--- src/rtl/alu_pipe_pkg.sv ---
// Shared types for the core ALU: opcode encoding, pipeline FSM states and
// the default datapath width.
package alu_pipe_pkg;

   localparam int ALU_WIDTH_DEF = 32;

   typedef enum logic [3:0] {
      ALU_ADD  = 4'd0,
      ALU_SUB  = 4'd1,
      ALU_ADDR = 4'd2,
      ALU_SLTS = 4'd3,
      ALU_SLTU = 4'd4,
      ALU_AND  = 4'd5,
      ALU_OR   = 4'd6,
      ALU_XOR  = 4'd7,
      ALU_SLL  = 4'd8,
      ALU_SRL  = 4'd9,
      ALU_SRA  = 4'd10,
      ALU_MUL  = 4'd11
   } alu_opcode_e;

   typedef enum logic [1:0] {
      IDLE = 2'd0,
      BUSY = 2'd1,
      DONE = 2'd2
   } alu_state_e;

endpackage

--- src/rtl/alu_mul_iter.sv ---
// Iterative shift-add multiplier: one partial product per cycle for WIDTH
// cycles after start, then a one-cycle done pulse with the low WIDTH bits of
// the product. The module body only exists when ALU_MUL_EN is defined, so a
// default build carries no multiplier at all.
`ifdef ALU_MUL_EN
module alu_mul_iter #(
   parameter int WIDTH = 32
) (
   input  logic             clk,
   input  logic             reset,
   input  logic             start,
   input  logic [WIDTH-1:0] a,
   input  logic [WIDTH-1:0] b,
   output logic             done,
   output logic [WIDTH-1:0] product
);

   localparam int CNT_W = $clog2(WIDTH);
   localparam logic [CNT_W-1:0] LAST = CNT_W'(WIDTH - 1);

   logic             busy;
   logic [CNT_W-1:0] cnt;
   logic [WIDTH-1:0] a_sh;
   logic [WIDTH-1:0] b_sh;
   logic [WIDTH-1:0] acc;

   // Load operands on start, then add the shifted multiplicand per set bit.
   always_ff @(posedge clk) begin
      if (reset) begin
         busy <= 1'b0;
         done <= 1'b0;
         cnt  <= '0;
         a_sh <= '0;
         b_sh <= '0;
         acc  <= '0;
      end else begin
         done <= 1'b0;
         if (start) begin
            busy <= 1'b1;
            cnt  <= '0;
            a_sh <= a;
            b_sh <= b;
            acc  <= '0;
         end else if (busy) begin
            if (b_sh[0]) acc <= acc + a_sh;
            a_sh <= a_sh << 1;
            b_sh <= b_sh >> 1;
            cnt  <= cnt + 1'b1;
            if (cnt == LAST) begin
               busy <= 1'b0;
               done <= 1'b1;
            end
         end
      end
   end

   assign product = acc;

endmodule
`endif

--- src/rtl/alu_pipe.sv ---
// Handshaked core ALU with a registered result. Single-cycle ops have
// latency 1; defining ALU_MUL_EN adds an iterative multi-cycle ALU_MUL.
module alu_pipe
   import alu_pipe_pkg::*;
#(
   parameter int WIDTH   = ALU_WIDTH_DEF,
   parameter int SHAMT_W = $clog2(WIDTH)
) (
   input  logic             clk,
   input  logic             reset,
   input  logic             alu_valid_ip,
   output logic             alu_ready_op,
   input  alu_opcode_e      alu_operator_ip,
   input  logic [WIDTH-1:0] alu_operand_a_ip,
   input  logic [WIDTH-1:0] alu_operand_b_ip,
   output logic [WIDTH-1:0] alu_result_op,
   output logic             alu_illegal_op,
   output logic             alu_valid_op,
   input  logic             alu_ready_ip
);

   alu_state_e       state_q;
   logic             accept;
   logic             out_xfer;
   logic             mul_req;
   logic             mul_done;
   logic [WIDTH-1:0] mul_product;
   logic [WIDTH-1:0] calc_result;
   logic             calc_illegal;
   logic [SHAMT_W-1:0] shamt;

   assign alu_ready_op = (state_q == IDLE) && (!alu_valid_op || alu_ready_ip);
   assign accept       = alu_valid_ip && alu_ready_op;
   assign out_xfer     = alu_valid_op && alu_ready_ip;
   assign shamt        = alu_operand_b_ip[SHAMT_W-1:0];

`ifdef ALU_MUL_EN
   assign mul_req = (alu_operator_ip == ALU_MUL);

   alu_mul_iter #(.WIDTH(WIDTH)) u_mul (
      .clk     (clk),
      .reset   (reset),
      .start   (accept && mul_req),
      .a       (alu_operand_a_ip),
      .b       (alu_operand_b_ip),
      .done    (mul_done),
      .product (mul_product)
   );
`else
   assign mul_req     = 1'b0;
   assign mul_done    = 1'b0;
   assign mul_product = '0;
`endif

   // Single-cycle result; anything not decoded here is flagged illegal.
   always_comb begin
      calc_result  = '0;
      calc_illegal = 1'b0;
      case (alu_operator_ip)
         ALU_ADD:  calc_result = alu_operand_a_ip + alu_operand_b_ip;
         ALU_SUB:  calc_result = alu_operand_a_ip - alu_operand_b_ip;
         ALU_ADDR: calc_result = alu_operand_a_ip + (alu_operand_b_ip << 1);
         ALU_SLTS: calc_result = {{(WIDTH-1){1'b0}},
                                  ($signed(alu_operand_a_ip) < $signed(alu_operand_b_ip))};
         ALU_SLTU: calc_result = {{(WIDTH-1){1'b0}}, (alu_operand_a_ip < alu_operand_b_ip)};
         ALU_AND:  calc_result = alu_operand_a_ip & alu_operand_b_ip;
         ALU_OR:   calc_result = alu_operand_a_ip | alu_operand_b_ip;
         ALU_XOR:  calc_result = alu_operand_a_ip ^ alu_operand_b_ip;
         ALU_SLL:  calc_result = alu_operand_a_ip << shamt;
         ALU_SRL:  calc_result = alu_operand_a_ip >> shamt;
         ALU_SRA:  calc_result = $signed(alu_operand_a_ip) >>> shamt;
`ifdef ALU_MUL_EN
         ALU_MUL:  calc_result = '0;
`endif
         default:  calc_illegal = 1'b1;
      endcase
   end

   // Pipeline FSM and result register; a new accept replaces a result that
   // is leaving on the same edge, so valid stays high.
   always_ff @(posedge clk) begin
      if (reset) begin
         state_q        <= IDLE;
         alu_valid_op   <= 1'b0;
         alu_result_op  <= '0;
         alu_illegal_op <= 1'b0;
      end else begin
         case (state_q)
            IDLE: begin
               if (accept && mul_req) begin
                  state_q      <= BUSY;
                  alu_valid_op <= 1'b0;
               end else if (accept) begin
                  alu_result_op  <= calc_result;
                  alu_illegal_op <= calc_illegal;
                  alu_valid_op   <= 1'b1;
               end else if (out_xfer) begin
                  alu_valid_op <= 1'b0;
               end
            end
            BUSY: begin
               if (mul_done) begin
                  alu_result_op  <= mul_product;
                  alu_illegal_op <= 1'b0;
                  alu_valid_op   <= 1'b1;
                  state_q        <= DONE;
               end
            end
            DONE: begin
               if (out_xfer) begin
                  alu_valid_op <= 1'b0;
                  state_q      <= IDLE;
               end
            end
            default: state_q <= IDLE;
         endcase
      end
   end

endmodule

--- config.mk ---
export PLATFORM = sky130hd
export DESIGN_NAME = alu_pipe
export DESIGN_NICKNAME = d
export VERILOG_FILES = /design/src/rtl/alu_pipe_pkg.sv /design/src/rtl/alu_mul_iter.sv /design/src/rtl/alu_pipe.sv
export SDC_FILE = /design/constraint.sdc
export NUM_CORES = 1
export LEC_CHECK = 0
export BUFFER_PORTS_ARGS = -buffer_cell sky130_fd_sc_hd__buf_2
export CORE_MARGIN = 5
export CORE_UTILIZATION = 53
export CTS_BUF_LIST = sky130_fd_sc_hd__clkbuf_4 sky130_fd_sc_hd__clkbuf_8
export CTS_CLUSTER_DIAMETER = 30
export DETAILED_ROUTE_END_ITERATION = 8
export PLACE_DENSITY = 0.79
export SLEW_MARGIN = 5
export SYNTH_ARGS = -nofsm -noshare
export SYNTH_HDL_FRONTEND = slang
export SYNTH_SLANG_ARGS = --single-unit
--- constraint.sdc ---
create_clock -name clk -period 7.2 [get_ports clk]
set_input_delay 0.36 -clock clk [delete_from_list [all_inputs] [get_ports clk]]
set_output_delay 0.36 -clock clk [all_outputs]
set_load 0.03 [all_outputs]
==> flow_results.org <==
** Outcome
- Status :: finished clean

** Timing
- Final critical-path setup slack :: 2.87 ns
- Measured against its own limit, the worst slew margin works out to 0.334.
- Of the available clock period, the critical path in the final layout requires 0.601.
- Max-slew violation total from the final report :: 0
- RSZ-0062 raised after global routing :: false
- The worst path needs 4.33 ns of the cycle, external delays included.
- Setup violations remaining at the end of the flow were counted as 0.
- For the pin with the worst max-slew slack, the measured transition is 0.988 ns.
- Derived from the worst setup path, the maximum achievable clock frequency is 231 MHz.
- For the final database, setup skew stands at 0.00494 ns.
- Summed over all failing endpoints, the final setup total negative slack is 0 ns.
- Number of hold violations in the final report :: 0

** Route
- ANT nets after route :: 0
- Total number of vias :: 15000
- For this block, the routed nets add up to 58700 um of wire.
- The first TritonRoute pass finished after 6 iterations.
- Vias per cell :: 7.28
- After detailed routing, the average wire length per cell comes to 28.4 um.
- In this run, the number of DRC markers left after iteration 0 of detailed routing was 2315.
- DRC Markers :: 0

** Global routing
- In the global route stage, overall resource usage came out at 0.452.
- Pin count of the biggest net entering global routing :: 82
- Number of antenna violations at the first check in global routing :: 1
- Global-route wire length before repair :: 86200 um
- Summed over all layers, the global routing overflow is 0.
- Via count of the first global-routing pass :: 13600

** Die
- Area inside the core boundary :: 0.0218 mm^2
- Top-Level Pins :: 107
- Initial cell density of the core :: 0.537
- The initialized floorplan defines 54 standard-cell rows.
- The floorplan step set the die height to 158 um.
- Floorplan die area :: 0.0251 mm^2
- The die is 158 um wide.

** Yosys
- Most area-hungry cell type in the Yosys netlist :: ha_1
- Cells after Synth :: 1768
- Cells taking the most area after synthesis :: ha_1 14%, a21oi_1 8.6%, nor2_1 7.5%
- The Yosys step of the flow raised 0 warnings.
- Total nets after synthesis :: 1973
- FF+latch count, synth :: 34
- In this run, synthesis inferred 0 flip-flops with an integrated enable.
- Most numerous cell in the Yosys netlist :: nor2_1
- Part of the Yosys area used for sequential elements :: 0.0582
- In this run, distinct cell masters in the synthesized netlist total 88.
- Counting flops with an async set or reset pin after synthesis yields a share of 0.
- After synthesis, the mean cell area works out to 6.61 um^2.
- The synthesized netlist occupies a cell area of 0.0117 mm^2.
- The commonest cells after synthesis are 234 x nor2_1, 200 x a21oi_1, 152 x nand2_1, 130 x ha_1, 130 x o21ai_0.
- The share of synthesized area in the top cell type comes to 0.139.
- In the synthesized netlist the dominant register cell turns out to be dfxtp_1.

** Power and ir drop
- Of the total power, the share spent switching nets is 0.572.
- The share of total power dissipated in combinational logic is 0.724.
- Switching Power :: 0.817 mW
- Power density over the cells :: 115 mW/mm^2
- Part of the power in registers :: 0.145
- Summed over all cells, the static leakage comes to 5.39 nW.
- Of the total power, the clock network draws 0.131.
- Internal power comes to 0.611 mW.
- Worst supply voltage drop on vdd :: 69.0 uV
- The design draws 1.43 mW.

** Finish
- Compared with the post-synthesis result, the final layout area differs by 6.07%.
- Layout cells sized above 1 :: 0.120
- Post-layout instance count excluding filler cells :: 2067
- Net count reported at finish :: 1991
- Number of fill cells in the layout :: 2254
- The repair_antennas step left the layout with diodes totalling 0.
- Final standard cell area without fillers :: 0.0124 mm^2

** Clock network
- Counting the buffers created by CTS gives 5.
- The number of setup buffers added after CTS is 0.
- In this run, post-CTS hold repair placed 0 buffers.
- Register clock-pin slew on the reported worst setup and hold paths :: 0.10 ns
- For the worst-skew pair, the clock arrives at the later sink with an insertion delay of 0.33 ns.
- The H-tree was split into 2 levels.
- Max Buffers Root-to-Sink :: 2
- TritonCTS clock tree :: done
- CTS saw 34 sinks.
- CTS Root Cell :: clkbuf_8
- Number of gates resized after CTS :: 0

** Hold path
- The worst hold path belongs to the class primary input to flop.
- Launch point of the worst hold path :: alu_valid_ip

** Job
- The tool flagged a number of max-cap violations equal to 0.

** Worst setup path
- STA puts the critical path data arrival time at 4.54 ns.
- Crit Reg-Reg Startpoint :: alu_valid_op
- The critical path starts at alu_operand_b_ip[2].
- Required @ worst endpoint :: 7.42 ns
- The worst setup path is launched from a primary input.
- The worst setup path is captured at a flop.
- Maximum fanout along the worst path :: 65
- The critical path is of the primary input to flop type.

** Place
- During placement, the flow inserted port buffers numbering 106.
- Instance count after placement with tap cells included :: 2059
- Cell area reported after detailed placement :: 0.0123 mm^2
- Routability-driven placement finished with a final weighted congestion of 1.11.
- Detailed placement finished with a half-perimeter wire length of 45300 um.
- Before CTS, the worst setup slack after placement is 2.78 ns.
logic make-up (layout without fill, tap and decap cells):
group,count (synthesis),in the layout,synth area share
AO/OA/AOI/OAI,662,662,0.372
XOR/XNOR,35,35,0.0262
buffers and inverters,228,247,0.0760
adder cells (fa/ha/maj),133,133,0.144
flip-flops,34,34,0.0582
AND/OR/NAND/NOR,568,568,0.218
multiplexers,108,108,0.105
final timing paths:
check	to	slack, ns	cells past startpoint
worst min register to register	alu_result_op[7]	0.46	2
worst max-delay path	alu_result_op[31]	2.87	15
worst max register to register	alu_result_op[22]	4.60	9
worst min-delay path	alu_valid_op	0.29	3
layout make-up:
type | instances | area [um^2] | area share
timing repair buffer | 133 | 736 | 0.0594
clock inverter | 1 | 5.00 | 0.000404
clock buffer | 7 | 90.1 | 0.00727
sequential | 34 | 681 | 0.0549
tap | 280 | 350 | 0.0283
inverter | 106 | 398 | 0.0321
multi-input combinational | 1506 | 10100 | 0.818
metrics by stage:
stage | util | hold WS [ns]
floorplan | - | 0.489
global placement | 0.565 | 0.430
detailed placement | 0.565 | 0.447
CTS | 0.570 | 0.287
global route | 0.570 | 0.304
finish | 0.570 | 0.291
cell usage in the layout (no fill, tap or decap), types with 12 or more instances in the layout:
cell type / netlist / final
a22oi_1: 27 / 27
nand2_1: 152 / 152
xnor2_1: 22 / 22
or2_2: 12 / 12
a21oi_1: 200 / 200
xor2_1: 13 / 13
a21o_1: 19 / 19
and3_1: 12 / 12
a31oi_1: 26 / 26
nand3_1: 42 / 42
nor2_1: 234 / 234
o21bai_1: 13 / 13
o21ai_0: 130 / 130
a211oi_1: 34 / 34
a221oi_1: 21 / 21
o22ai_1: 20 / 20
dfxtp_1: 34 / 34
o211ai_1: 30 / 30
mux2i_1: 77 / 77
inv_1: 100 / 100
mux2_2: 21 / 21
o221ai_1: 17 / 17
buf_2: 26 / 105
ha_1: 130 / 130
nand2b_1: 22 / 22
nor3_1: 31 / 29
buf_4: 0 / 28
critical path, cell delays in order:
cell,delay [ns]
buf_2,0.08
buf_4,0.51
clkinv_1,0.15
buf_4,0.32
ha_1,0.31
or2_2,0.30
o211ai_1,0.33
a311oi_1,0.20
a31oi_1,0.39
a211oi_1,0.19
o21a_1,0.24
o21ai_0,0.52
a31oi_1,0.22
a41oi_1,0.27
o211ai_1,0.11
sequential cells by signal (all words and copies together), names as in the netlist:
register,flops
alu_valid_op,1
alu_illegal_op,1
alu_result_op,32
power by group through the flow:
stage                     clock network, mW  logic (mW)  registers (mW)
final                                 0.188        1.03           0.207
after global routing                  0.193        1.09           0.207
after CTS                             0.186       0.983           0.206
after detailed placement                  0       0.978           0.211
after global placement                    0       0.973           0.210
after floorplan                           0       0.637           0.230
per-layer routing:
layer,global-route usage,wire length (um),vias to the layer above,share of wire
met1,0.623,23000,6946,0.39
li1,-,-,6583,-
met5,0.00992,46,-,0.00078
met3,0.148,8990,225,0.15
met2,0.652,23700,1287,0.40
met4,0.174,2990,4,0.051
(Power assumes the default switching activity.)
